$ cat src/rtl/snake_pkg.sv
`timescale 1ns/1ps
`default_nettype none
// +----------------------------------------------------------------------------+
// | Module      : snake_pkg                                                    |
// | Description : Shared cell geometry, figure codes and pixel codes.          |
// | Revision    : 1.0 - initial release                                        |
// +----------------------------------------------------------------------------+
package snake_pkg;

   localparam int CELL_SIZE = 5;

   typedef enum logic [3:0] {
      FIG_HEAD_R = 4'd0,
      FIG_HEAD_U = 4'd1,
      FIG_HEAD_L = 4'd2,
      FIG_HEAD_D = 4'd3,
      FIG_BODY   = 4'd4,
      FIG_TAIL_R = 4'd5,
      FIG_TAIL_U = 4'd6,
      FIG_TAIL_L = 4'd7,
      FIG_TAIL_D = 4'd8,
      FIG_CHERRY = 4'd9,
      FIG_EMPTY  = 4'd15
   } figure_t;

   typedef enum logic [1:0] {
      PIX_00 = 2'b00,
      PIX_01 = 2'b01,
      PIX_10 = 2'b10,
      PIX_11 = 2'b11
   } pix_code_t;

   // 5*sub_y + sub_x built from a shift and adds; result spans 0..24.
   function automatic logic [4:0] cell_pixel_index(input logic [2:0] sub_y,
                                                   input logic [2:0] sub_x);
      return {sub_y, 2'b00} + {2'b00, sub_y} + {2'b00, sub_x};
   endfunction

endpackage
`default_nettype wire

$ cat src/rtl/cell_scan_counter.sv
`timescale 1ns/1ps
`default_nettype none
// +----------------------------------------------------------------------------+
// | Module      : cell_scan_counter                                            |
// | Description : Modulo-5 sub-pixel counter chained to a saturating cell      |
// |               counter; one instance per scan axis.                         |
// | Revision    : 1.0 - initial release                                        |
// +----------------------------------------------------------------------------+
module cell_scan_counter
   import snake_pkg::*;
#(
   parameter int                CELL_W    = 6,
   parameter logic [CELL_W-1:0] LAST_CELL = '1
) (
   input  logic              clk,
   input  logic              rst_n,
   input  logic              i_clear,
   input  logic              i_step,
   output logic [2:0]        o_sub,
   output logic [CELL_W-1:0] o_cell
);

   localparam logic [2:0] c_SUB_LAST = 3'(CELL_SIZE - 1);

   logic [2:0]        r_sub;
   logic [CELL_W-1:0] r_cell;

   // A wrap out of the last cell is dropped so the address never leaves the grid.
   always_ff @(posedge clk or negedge rst_n) begin
      if (!rst_n) begin
         r_sub  <= 3'd0;
         r_cell <= '0;
      end else if (i_clear) begin
         r_sub  <= 3'd0;
         r_cell <= '0;
      end else if (i_step) begin
         if (r_sub == c_SUB_LAST) begin
            if (r_cell != LAST_CELL) begin
               r_sub  <= 3'd0;
               r_cell <= r_cell + 1'b1;
            end
         end else begin
            r_sub <= r_sub + 3'd1;
         end
      end
   end

   assign o_sub  = r_sub;
   assign o_cell = r_cell;

endmodule
`default_nettype wire

$ cat src/rtl/symbol_render_sequencer.sv
`timescale 1ns/1ps
`default_nettype none
// +----------------------------------------------------------------------------+
// | Module      : symbol_render_sequencer                                      |
// | Description : Walks the VGA beam over the board grid, fetches each cell's  |
// |               5x5 symbol and emits its 12-bit colour, 4-edge latency.      |
// | Revision    : 1.0 - initial release                                        |
// +----------------------------------------------------------------------------+
module symbol_render_sequencer
   import snake_pkg::*;
#(
   parameter logic [9:0]  ORIGIN_X  = 10'd120,
   parameter logic [9:0]  ORIGIN_Y  = 10'd40,
   parameter logic [5:0]  GRID_W    = 6'd40,
   parameter logic [5:0]  GRID_H    = 6'd30,
   parameter logic [3:0]  EMPTY_FIG = FIG_EMPTY,
   parameter logic [11:0] COL_BG    = 12'h000,
   parameter logic [11:0] COL_01    = 12'h0F0,
   parameter logic [11:0] COL_10    = 12'hF00,
   parameter logic [11:0] COL_11    = 12'hFFF
) (
   input  logic        clock_25,
   input  logic        resetn,
   input  logic        frame_start,
   input  logic        pixel_valid,
   input  logic [9:0]  pixel_x,
   input  logic [9:0]  pixel_y,
   output logic [5:0]  cell_x,
   output logic [4:0]  cell_y,
   input  logic [3:0]  cell_figure,
   output logic [3:0]  selected_figure,
   input  logic [49:0] selected_symbol,
   output logic [11:0] rgb,
   output logic        rgb_valid
);

   localparam logic [9:0] c_X_LAST  = 10'(int'(ORIGIN_X) + CELL_SIZE * int'(GRID_W) - 1);
   localparam logic [9:0] c_Y_LAST  = 10'(int'(ORIGIN_Y) + CELL_SIZE * int'(GRID_H) - 1);
   localparam logic [5:0] c_CX_LAST = GRID_W - 6'd1;
   localparam logic [4:0] c_CY_LAST = 5'(GRID_H - 6'd1);

   logic       w_in_x;
   logic       w_in_y;
   logic       w_x_clear;
   logic       w_x_step;
   logic       w_y_step;
   logic [2:0] w_sub_x;
   logic [2:0] w_ycnt_sub;
   logic [4:0] w_ycnt_cell;

   assign w_in_x    = (pixel_x >= ORIGIN_X) && (pixel_x <= c_X_LAST);
   assign w_in_y    = (pixel_y >= ORIGIN_Y) && (pixel_y <= c_Y_LAST);
   assign w_x_clear = pixel_valid && (pixel_x == ORIGIN_X);
   assign w_x_step  = pixel_valid && w_in_x;
   assign w_y_step  = pixel_valid && (pixel_x == c_X_LAST) && w_in_y;

   // X counter state after the edge already belongs to the sampled pixel.
   cell_scan_counter #(
      .CELL_W    (6),
      .LAST_CELL (c_CX_LAST)
   ) u_x_counter (
      .clk     (clock_25),
      .rst_n   (resetn),
      .i_clear (w_x_clear),
      .i_step  (w_x_step),
      .o_sub   (w_sub_x),
      .o_cell  (cell_x)
   );

   // Y counter steps on the row's last pixel, so that pixel still uses the old row.
   cell_scan_counter #(
      .CELL_W    (5),
      .LAST_CELL (c_CY_LAST)
   ) u_y_counter (
      .clk     (clock_25),
      .rst_n   (resetn),
      .i_clear (frame_start),
      .i_step  (w_y_step),
      .o_sub   (w_ycnt_sub),
      .o_cell  (w_ycnt_cell)
   );

   logic       r_s1_valid, r_s1_in;
   logic [2:0] r_s1_sub_y;
   logic [4:0] r_cell_y;
   logic       r_s2_valid, r_s2_in;
   logic [2:0] r_s2_sub_x, r_s2_sub_y;
   logic       r_s3_valid, r_s3_in;
   logic [2:0] r_s3_sub_x, r_s3_sub_y;
   logic [3:0] r_s3_fig;

   always_ff @(posedge clock_25 or negedge resetn) begin
      if (!resetn) begin
         r_s1_valid <= 1'b0;
         r_s1_in    <= 1'b0;
         r_s1_sub_y <= 3'd0;
         r_cell_y   <= 5'd0;
         r_s2_valid <= 1'b0;
         r_s2_in    <= 1'b0;
         r_s2_sub_x <= 3'd0;
         r_s2_sub_y <= 3'd0;
         r_s3_valid <= 1'b0;
         r_s3_in    <= 1'b0;
         r_s3_sub_x <= 3'd0;
         r_s3_sub_y <= 3'd0;
         r_s3_fig   <= 4'd0;
      end else begin
         r_s1_valid <= pixel_valid;
         r_s1_in    <= w_in_x && w_in_y;
         if (frame_start) begin
            r_s1_sub_y <= 3'd0;
            r_cell_y   <= 5'd0;
         end else begin
            r_s1_sub_y <= w_ycnt_sub;
            r_cell_y   <= w_ycnt_cell;
         end
         r_s2_valid <= r_s1_valid;
         r_s2_in    <= r_s1_in;
         r_s2_sub_x <= w_sub_x;
         r_s2_sub_y <= r_s1_sub_y;
         r_s3_valid <= r_s2_valid;
         r_s3_in    <= r_s2_in;
         r_s3_sub_x <= r_s2_sub_x;
         r_s3_sub_y <= r_s2_sub_y;
         r_s3_fig   <= cell_figure;
      end
   end

   assign cell_y          = r_cell_y;
   assign selected_figure = cell_figure;

   logic [4:0]  w_k;
   logic [5:0]  w_bit_hi;
   pix_code_t   w_code;
   logic [11:0] w_rgb_next;

   // Pixel k sits MSB-first in the symbol word: bits [49-2k -: 2].
   assign w_k      = cell_pixel_index(r_s3_sub_y, r_s3_sub_x);
   assign w_bit_hi = 6'd49 - {w_k, 1'b0};
   assign w_code   = pix_code_t'(selected_symbol[w_bit_hi -: 2]);

   always_comb begin
      w_rgb_next = COL_BG;
      if (r_s3_valid && r_s3_in && (r_s3_fig != EMPTY_FIG)) begin
         case (w_code)
            PIX_01:  w_rgb_next = COL_01;
            PIX_10:  w_rgb_next = COL_10;
            PIX_11:  w_rgb_next = COL_11;
            default: w_rgb_next = COL_BG;
         endcase
      end
   end

   always_ff @(posedge clock_25 or negedge resetn) begin
      if (!resetn) begin
         rgb       <= COL_BG;
         rgb_valid <= 1'b0;
      end else begin
         rgb       <= w_rgb_next;
         rgb_valid <= r_s3_valid;
      end
   end

endmodule
`default_nettype wire

$ cat config.mk
export PLATFORM = sky130hd
export DESIGN_NAME = symbol_render_sequencer
export DESIGN_NICKNAME = d
export VERILOG_FILES = /design/src/rtl/snake_pkg.sv /design/src/rtl/cell_scan_counter.sv /design/src/rtl/symbol_render_sequencer.sv
export SDC_FILE = /design/constraint.sdc
export NUM_CORES = 1
export LEC_CHECK = 0
export CAP_MARGIN = 20
export CORE_UTILIZATION = 45
export CTS_BUF_LIST = sky130_fd_sc_hd__clkbuf_8
export DETAILED_ROUTE_END_ITERATION = 10
export PLACE_DENSITY_LB_ADDON = 0.15
export SYNTH_ARGS = -nofsm -noshare
export SYNTH_HDL_FRONTEND = slang
export SYNTH_SLANG_ARGS = --single-unit
$ cat constraint.sdc
create_clock -name clock_25 -period 8.7 [get_ports clock_25]
set_input_delay 0.87 -clock clock_25 [delete_from_list [all_inputs] [get_ports clock_25]]
set_output_delay 0.87 -clock clock_25 [all_outputs]
set_load 0.03 [all_outputs]
### Word-level counts from Yosys, hierarchy flattened

Index checks and enable logic that the tools add are counted.

| word-level totals | value |
|---|---|
| register bits | 60 |
| bits of input ports | 78 |
| output and inout bits | 28 |
| logic and storage cells | 82 |

| operators by class | value |
|---|---|
| $add $sub $neg | 7 |
| order comparisons | 4 |
| equal/unequal tests | 12 |
| shift-type cells | 1 |
| multiplexer cells | 20 |
| reduce and logical (&&, ||, !) cells | 19 |

Operator list:

| operator | count |
|---|---|
| 51-bit by 7-bit variable part select with 2-bit output | 1 |
| 12-bit case mux with 3 select lines | 1 |
| 3-bit two-way mux | 9 |
| 5-bit two-way mux | 5 |
| 6-bit two-way mux | 4 |
| 12-bit two-way mux | 1 |
| 2-bit nonzero test | 6 |
| 5-bit by 3-bit adder with 5-bit output | 2 |
| 10-bit by 7-bit equality test with 1-bit output, second input constant | 1 |
| 10-bit by 9-bit equality test with 1-bit output, second input constant | 1 |
| 10-bit by 6-bit >= comparator with 1-bit output, second input constant | 1 |
| 10-bit by 7-bit >= comparator with 1-bit output, second input constant | 1 |
| 10-bit by 8-bit <= comparator with 1-bit output, second input constant | 1 |
| 10-bit by 9-bit <= comparator with 1-bit output, second input constant | 1 |
| 1-bit logical AND | 9 |
| 3-bit by 1-bit adder with 3-bit output, second input constant | 2 |
| 6-bit by 1-bit adder with 6-bit output, second input constant | 1 |
| 3-bit equality test, second input constant | 2 |
| 6-bit inequality test, second input constant | 1 |
| 3-bit AND reduction | 2 |
| 6-bit subtractor, first input constant | 1 |
| 5-bit by 1-bit adder with 5-bit output, second input constant | 1 |
| 5-bit inequality test, second input constant | 1 |
| 2-bit equality test, second input constant | 2 |
| 5 further kinds | 6 |

### Longest topological paths before layout

Gate-level depths: netlist of run 1.

| logic depth | value |
|---|---|
| depth after elaboration | 7 |
| gate-level depth with buffers | 11 |
| gate-level depth less buffers | 9 |

### Cells and area by module

Synthesis of run 1 repeated with hierarchy kept, for this count alone.

| unflattened totals | value |
|---|---|
| cell total of the unflattened synthesis | 236 |
| area total of the unflattened synthesis | 2865.2 µm² |

By module, submodules not included:

| module | instances | cells each | area each (µm²) | sequential area each (µm²) |
|---|---|---|---|---|
| symbol_render_sequencer | 1 | 135 | 1864.3 | 850.8 |
| cell_scan_counter (u_x_counter) | 1 | 55 | 538.0 | 225.2 |
| cell_scan_counter (u_y_counter) | 1 | 46 | 462.9 | 200.2 |

### Worst setup path after synthesis of run 1

No wires, ideal clock.

| path | value |
|---|---|
| kind | register -> register |
| from | reg r_s3_sub_x[2] |
| to | reg rgb[3] |
| setup time | 95 ps |
| arrival time | 2684 ps |
| data required time | 8605 ps |
| slack | 5921 ps |
| stages on the path, launching flop included | 9 |
| path buffers | 0 |
| period minus slack after synthesis | 2779 ps |
| path through | dfrtp_1 fa_1 inv_1 fa_1 nor3b_1 xor2_1 mux2i_1 nand2_1 o31ai_1 |

| on the way | value |
|---|---|
| longest elaborated chain between the ends | 6 |
| elaborated cells between the ends (all ways) | 8 |
| classes of those cells | add/sub (2); eq/ne (3); shift (1); mux (2) |

Ends and longest elaborated chain:

| what | RTL line | text |
|---|---|---|
| start, declared | symbol_render_sequencer.sv:89 | `logic [2:0] r_s3_sub_x, r_s3_sub_y;` |
| start signal, assigned | symbol_render_sequencer.sv:123 | `r_s3_sub_x <= r_s2_sub_x;` |
| 5-bit by 3-bit adder with 5-bit output (*) | snake_pkg.sv:36 | `return {sub_y, 2'b00} + {2'b00, sub_y} + {2'b00, sub_x};` |
| 6-bit subtractor (*) | symbol_render_sequencer.sv:139 | `assign w_bit_hi = 6'd49 - {w_k, 1'b0};` |
| 51-bit by 7-bit variable part select with 2-bit output (*) | symbol_render_sequencer.sv:140 | `assign w_code = pix_code_t'(selected_symbol[w_bit_hi -: 2]);` |
| 2-bit equality test / 2-bit by 1-bit equality test with 1-bit output (equally long branches) | symbol_render_sequencer.sv:145 | `case (w_code)` |
| 12-bit case mux with 3 select lines (*) | symbol_render_sequencer.sv:145 |  |
| 12-bit two-way mux (*) | symbol_render_sequencer.sv:144 | `if (r_s3_valid && r_s3_in && (r_s3_fig != EMPTY_FIG)) begin` |
| end signal, assigned | symbol_render_sequencer.sv:159 | `rgb <= w_rgb_next;` |
| end, declared | symbol_render_sequencer.sv:33 | `output logic [11:0] rgb,` |

Mark *: on every way between the ends. The rest lies on a longest branch, timed or not.
A chain may end at the register's enable or synchronous reset.

### Worst setup path in the final report of run 1

| path | value |
|---|---|
| from | reg r_s3_sub_y[0] |
| to | reg rgb[7] |

| on the way | value |
|---|---|
| longest elaborated chain between the ends | 7 |
| elaborated cells between the ends (all ways) | 9 |
| classes of those cells | add/sub (3); eq/ne (3); shift (1); mux (2) |

Ends and longest elaborated chain:

| what | RTL line | text |
|---|---|---|
| start, declared | symbol_render_sequencer.sv:89 |  |
| start signal, assigned | symbol_render_sequencer.sv:124 | `r_s3_sub_y <= r_s2_sub_y;` |
| 5-bit by 3-bit adder with 5-bit output (*) (2 in series) | snake_pkg.sv:36 |  |
| 6-bit subtractor (*) | symbol_render_sequencer.sv:139 |  |
| 51-bit by 7-bit variable part select with 2-bit output (*) | symbol_render_sequencer.sv:140 |  |
| 2-bit equality test / 2-bit by 1-bit equality test with 1-bit output (equally long branches) | symbol_render_sequencer.sv:145 |  |
| 12-bit case mux with 3 select lines (*) | symbol_render_sequencer.sv:145 |  |
| 12-bit two-way mux (*) | symbol_render_sequencer.sv:144 |  |

Marked as above.

==> results.py, run 1 <==
metrics = {
    "clock_tree": {
        "clock_sink_count": 51,
        "post_cts_buffers": 0,
        "post_cts_resized": 0,
        "cts_hold_repair.buffers": 0,
        "cts_tree": "done",
        "htreeDepth": 2,
        "clock_tree.root_cell": "clkbuf_8",
        "clockBufferDepth": 2,
        "clk_latency_ns": 0.30,
        "clkTransAtPathRegs_ns": 0.10,
        "cts_buffers": 5,
    },
    "synthesis": {
        "synth_simple_gate_area_share_pct": 13.0,
        "synth_top_cell_area_share_pct": 45.8,
        "synth-async-reset-ratio_pct": 100,
        "syn-num-nets": 327,
        "post_synth_adder_cell_area_pct": 7.27,
        "main_combinational_cell_family_by_area_after_synthesis": "multiplexers",
        "synth_cells": 234,
        "synth-xor-area-share_pct": 3.01,
        "post_synth_instance_area_sq_mm": 0.00279,
        "synth_compound_area_share_pct": 6.87,
        "synth_top_cells_by_area": "dfrtp_1 46%, mux4_2 9.7%, ha_1 5.8%, mux2i_1 5.7%, buf_4 4.0%",
        "yosys.cell_types.count": 43,
        "ys.warnings.count": 0,
        "yosysTopAreaCell": "dfrtp_1",
        "synth_flop_cell": "dfrtp_1",
        "synth.avg_cell_area_sq_um": 11.9,
        "synth_sequential_area_ratio_pct": 45.8,
        "ys_seq_elements": 51,
        "post_synth_mux_area_share_pct": 17.5,
        "number_of_enable_flip_flop_cells_after_synthesis": 0,
    },
    "place": {
        "port-buffer-count": 104,
        "hpwlAfterDp_mm": 4.42,
        "finalWeightedCongestion": 0.697,
        "dp_cells": 396,
    },
    "sta": {
        "final.setup.tns_ns": 0,
        "number_of_slew_limit_violations_in_the_final_report": 0,
        "unrepaired_setup_endpoints_after_global_routing": "false",
        "number_of_setup_violations_in_the_final_report": 0,
        "post-route-period-util_pct": 34.8,
        "post_layout_min_period_ns": 3.03,
        "clock-skew-final_ns": 0.00868,
        "slew_worst_pin_ns": 0.808,
        "max_clock_freq_mhz": 330,
        "maxSlewHeadroom_pct": 45.7,
        "finalHoldViolations": 0,
    },
    "worst_setup_path": {
        "critical-path-slowest-cell": "ha_1",
        "timing.critical_path.max_delay_family": "adder cells",
        "start_kind": "register",
        "critPathMaxFanout": 15,
        "endpoint_kind": "register",
        "path_buf_inv": 1,
        "arrival_ns": 3.21,
        "worstPathRequired_ns": 8.89,
        "crit_type": "register to register",
        "cpMostUsedCell": "mux2i_1",
        "cp_cell_instances": "ha_1 > inv_1 > ha_1 > mux4_2 > mux2i_1 > mux2i_1 > mux2i_1 > nor2_1",
        "crit_path_max_incr_delay_ns": 0.80,
    },
    "floorplanning": {
        "die_width_microns": 80.7,
        "start_util_pct": 46.8,
        "row_count": 28,
        "floorplan.io_pins": 106,
        "design.core.area_sq_mm": 0.00596,
        "die_h_microns": 80.7,
        "overall_die_area_sq_mm": 0.00651,
    },
    "finish": {
        "regArea_sq_mm": 0.00128,
        "nFillCells": 495,
        "antenna-diode-count": 0,
        "fin_nets": 421,
        "drive_gt1_share_pct": 9.73,
        "area_of_the_multi_input_gates_sq_mm": 0.00133,
        "area_growth_syn_to_layout_pct": 39.5,
        "final_cell_count_no_fill": 404,
    },
    "detailed_routing": {
        "dr.first_iter.drc_count": 53,
        "drt-vias-per-instance": 5.17,
        "route.detailed.drc": 0,
        "first_pass_iters": 4,
        "detailed_route_wire_length_mm": 5.51,
        "count_of_antenna_violating_nets_left_after_detailed_routing": 0,
        "avgRoutedWirePerCell_microns": 13.6,
        "detailroute.via_count": 2090,
    },
    "min_path": {
        "worst_hold_path_type": "register to register",
    },
    "job": {
        "cap_violations": 0,
    },
    "global_route": {
        "grt_pass1_vias": 2041,
        "antenna_found_initial": 0,
        "first_pass_grt_wire_length_mm": 8.87,
        "gr-usage-all-layers_pct": 17.7,
        "global_route.overflow_total": 0,
        "pin_count_of_the_biggest_net_entering_global_routing": 52,
    },
    "pwr": {
        "p_leak_nw": 1.69,
        "power-per-cell-area_mw_per_mm2": 191,
        "worst_ir_drop_vdd_v": 0.000136,
    },
    "status": {
        "status": "complete, no violations",
    },
}
[report_power, final]
group | switching [mW] | internal, mW | leakage, nW
sequential | 0.0166 | 0.261 | 0.673
clock | 0.0809 | 0.0591 | 0.0463
combinational | 0.152 | 0.172 | 0.974
total | 0.249 | 0.492 | 1.69
[sequential cells by signal (all words and copies together) (netlist names)]
register and cells:
rgb_valid 1, u_x_counter.o_sub 3, r_s2_in 1, u_x_counter.o_cell 6, r_s1_valid 1, r_s2_valid 1, r_s3_fig 4, cell_y 5
r_s1_sub_y 3, r_s2_sub_y 3, r_s3_valid 1, u_y_counter.o_sub 3, r_s2_sub_x 3, r_s3_sub_y 3, u_y_counter.o_cell 5, rgb 3
r_s3_sub_x 3, r_s3_in 1, r_s1_in 1
[per-layer routing]
metal / global-route usage, % / part of all wire (%)
met4: 3.57 / 0.73
met2: 31.9 / 52
met1: 21.4 / 41
met5: 0 / 0
met3: 3.98 / 6.6
[cell usage after synthesis, types with 3 or more instances]
master   count
mux2i_1     16
nand2_1      7
o21ai_0      8
nand4_1      4
nor2b_1      6
buf_4       15
or3_1        3
nor3_1       3
inv_1       13
ha_1        13
dfrtp_1     51
mux4_2      12
a21oi_1     10
nor2_1      19
xor2_1       5
mux2_2       5
nand3_1     10
[cell families (layout without fill, tap and decap cells)]
family | Yosys count | after routing
simple gates | 65 | 65
fa+ha+maj | 15 | 15
xor+xnor | 8 | 8
buf+inv | 31 | 126
flops | 51 | 51
compound gates | 31 | 31
mux | 33 | 33
[layout by cell type (no fill, tap or decap), types with 2 or more instances in the layout]
master | Yosys | final
o211ai_1 | 2 | 2
ha_1 | 13 | 13
xor2_1 | 5 | 5
a21oi_1 | 10 | 10
fa_1 | 2 | 2
nor2b_1 | 6 | 6
a31oi_1 | 2 | 2
and2_1 | 2 | 2
and3_1 | 2 | 2
xnor2_1 | 2 | 2
o31ai_1 | 2 | 2
clkdlybuf4s50_1 | 0 | 103
mux2i_1 | 16 | 16
or3_1 | 3 | 3
nand2_1 | 7 | 7
clkbuf_8 | 0 | 5
mux4_2 | 12 | 12
mux2_2 | 5 | 5
nand4_1 | 4 | 4
inv_1 | 13 | 13
nand3_1 | 10 | 10
dfrtp_1 | 51 | 51
nor2_1 | 19 | 19
nor3_1 | 3 | 3
o21ai_0 | 8 | 8
[cell type report]
type / instances / share of cell area, %
multi-input combinational: 152 / 34.2
sequential: 51 / 32.8
timing repair buffer: 105 / 26.9
tap: 75 / 2.41
clock buffer: 5 / 1.77
inverter: 13 / 1.26
clock inverter: 3 / 0.708
[final timing paths]
kind	start	end	slack (ns)	depth (start not counted)
worst max register to register	r_s3_sub_y[0]	rgb[7]	5.67	8
min in group asynchronous	resetn	u_y_counter.o_sub[0]	0.64	2
worst min-delay path	r_s2_valid	r_s3_valid	0.35	0
worst max-delay path	r_s3_sub_y[0]	rgb[7]	5.67	8
max in group asynchronous	resetn	u_x_counter.o_sub[2]	7.64	2
worst min register to register	r_s2_valid	r_s3_valid	0.35	0
[metrics by stage]
step	setup slack (ns)	power (mW)	hold slack [ns]	util, %	instance area, sq um
after global placement	5.65	0.605	0.333	63.6	3790
after global routing	5.38	0.795	0.359	65.3	3890
after detailed placement	5.60	0.611	0.335	63.6	3790
after floorplan	5.92	0.520	0.331	-	2790
final	5.67	0.741	0.353	65.3	3890
after CTS	5.61	0.752	0.358	65.3	3890
No activity file was read; power rests on OpenSTA's default activity.
==> run 2: changes to the inputs <==
==> constraint.sdc (replaced) <==
create_clock -name clock_25 -period 2.8 [get_ports clock_25]
set_input_delay 0.28 -clock clock_25 [delete_from_list [all_inputs] [get_ports clock_25]]
set_output_delay 0.28 -clock clock_25 [all_outputs]
set_load 0.03 [all_outputs]
==> run 2 against run 1 <==
Against the previous run: critical path depth grew 1; largest cell class unchanged; global-route usage down 0.37 points; worst setup slack got worse by 5.6 ns; first-iteration DRC count down 28%; power grew to 3.3 times the previous value; sequential cell count did not move; critical endpoint is now rgb[10]; count of clock-buffer cells in the layout did not move.
==> results.py, run 2 (synthesized netlist as in run 1, its figures left out) <==
metrics = {
    "worst_setup_path": {
        "start_kind": "register",
        "arrival_ns": 2.90,
        "worstPathRequired_ns": 2.99,
        "endpoint_kind": "register",
        "crit_type": "register to register",
        "critPathMaxFanout": 4,
    },
    "place": {
        "post-place-ws_ns": 0.0491,
        "dpl_cell_area_sq_mm": 0.00384,
        "port-buffer-count": 104,
        "hpwlAfterDp_mm": 4.27,
        "finalWeightedCongestion": 0.721,
    },
    "clock_tree": {
        "htreeDepth": 2,
        "clockBufferDepth": 2,
        "clock_tree.root_cell": "clkbuf_8",
        "post_cts_buffers": 0,
        "clkTransAtPathRegs_ns": 0.10,
        "cts_hold_repair.buffers": 0,
        "clock_sink_count": 51,
        "cts_buffers": 5,
        "cts_tree": "done",
        "clk_latency_ns": 0.30,
    },
    "sta": {
        "number_of_setup_violations_in_the_final_report": 0,
        "finalHoldViolations": 0,
        "post_layout_min_period_ns": 2.71,
        "clock-skew-final_ns": 0.00647,
        "layout_setup_ws_ns": 0.0930,
        "maxSlewHeadroom_pct": 59.7,
        "post-route-period-util_pct": 96.7,
        "slew_worst_pin_ns": 0.604,
        "number_of_slew_limit_violations_in_the_final_report": 0,
        "unrepaired_setup_endpoints_after_global_routing": "true",
        "finalHoldWorstSlack_ns": 0.0579,
        "max_clock_freq_mhz": 369,
    },
    "detailed_routing": {
        "drt-vias-per-instance": 5.09,
        "route.detailed.drc": 0,
        "dr.first_iter.drc_count": 38,
        "detailroute.via_count": 2091,
        "first_pass_iters": 4,
        "detailed_route_wire_length_mm": 5.44,
        "avgRoutedWirePerCell_microns": 13.2,
        "count_of_antenna_violating_nets_left_after_detailed_routing": 0,
    },
    "pwr": {
        "power-per-cell-area_mw_per_mm2": 610,
        "worst_ir_drop_vdd_v": 0.000421,
        "p_leak_nw": 1.73,
    },
    "finish": {
        "antenna-diode-count": 0,
        "drive_gt1_share_pct": 13.1,
        "mostFrequentLayoutCells": "103 x clkdlybuf4s50_1, 51 x dfrtp_1, 19 x nor2_1",
        "nFillCells": 485,
        "final_design_area_no_fill_sq_mm": 0.00397,
        "mostFrequentLayoutCell": "clkdlybuf4s50_1",
        "area_growth_syn_to_layout_pct": 42.5,
        "largest_reg_flops": 6,
        "fin_nets": 428,
        "final_core_util_pct": 66.7,
    },
    "floorplanning": {
        "start_util_pct": 46.8,
        "overall_die_area_sq_mm": 0.00651,
        "die_h_microns": 80.7,
        "row_count": 28,
        "design.core.area_sq_mm": 0.00596,
        "die_width_microns": 80.7,
        "floorplan.io_pins": 106,
    },
    "global_route": {
        "first_pass_grt_wire_length_mm": 8.74,
        "pin_count_of_the_biggest_net_entering_global_routing": 52,
        "grt_pass1_vias": 2058,
        "gr-usage-all-layers_pct": 17.3,
        "global_route.overflow_total": 0,
        "antenna_found_initial": 0,
    },
    "job": {
        "cap_violations": 0,
    },
    "status": {
        "status": "complete, no violations",
    },
    "min_path": {
        "worst_hold_path_type": "input pin to async pin",
    },
}
[run 2: per-stage QoR]
stage / instances / total power, mW / TNS, ns
2_1_floorplan: 234 / 1.62 / 0
5_1_grt: 411 / 2.58 / -0.131
6_report: 411 / 2.42 / 0
3_3_place_gp: 403 / 1.92 / 0
3_5_place_dp: 403 / 1.95 / 0
4_1_cts: 411 / 2.39 / 0
[run 2: repair_timing]
item                       CTS  global route
gates resized for setup      0             6
setup endpoints to repair    0             3
hold endpoints to repair     0             0
[run 2: per-layer routing]
| layer | share of wire [%] | track usage (%) | wire [microns] |
|---|---|---|---|
| met3 | 6.0 | 3.52 | 325 |
| met4 | 0.31 | 3.21 | 17 |
| met2 | 51 | 30.8 | 2770 |
| met5 | 0 | 0 | 0 |
| met1 | 43 | 21.7 | 2320 |
[run 2: critical path: stages, from the launching register on]
cell     delay (ns)
dfrtp_1        0.40
fa_1           0.57
inv_1          0.06
fa_1           0.49
buf_4          0.17
xnor2_2        0.25
mux2i_1        0.36
mux2i_4        0.12
mux2i_1        0.14
nor2_1         0.05
[run 2: power by group]
group | internal, mW | switching (mW) | leakage, nW
registers | 0.811 | 0.0506 | 0.673
clock network | 0.184 | 0.249 | 0.0463
logic | 0.614 | 0.516 | 1.01
total | 1.61 | 0.815 | 1.73
[run 2: path summary, 6_finish.rpt]
path / startpoint / end / slack [ns] / depth (start not counted)
setup / recovery: r_s3_sub_x[2] / rgb[10] / 0.09 / 9
hold / removal: resetn / u_y_counter.o_sub[2] / 0.06 / 2
setup reg to reg: r_s3_sub_x[2] / rgb[10] / 0.09 / 9
hold reg to reg: r_s1_sub_y[1] / r_s2_sub_y[1] / 0.36 / 0
max in group asynchronous: resetn / rgb[7] / 2.33 / 2
min in group clock_25: r_s1_sub_y[1] / r_s2_sub_y[1] / 0.36 / 0
[run 2: layout make-up]
class	count	area, sq um	area share [%]
Multi-Input combinational cell	152	1360	34.2
Sequential cell	51	1280	32.1
Timing Repair Buffer	112	1100	27.6
Tap cell	75	93.8	2.36
Clock buffer	5	68.8	1.73
Inverter	13	48.8	1.23
Clock inverter	3	27.5	0.693
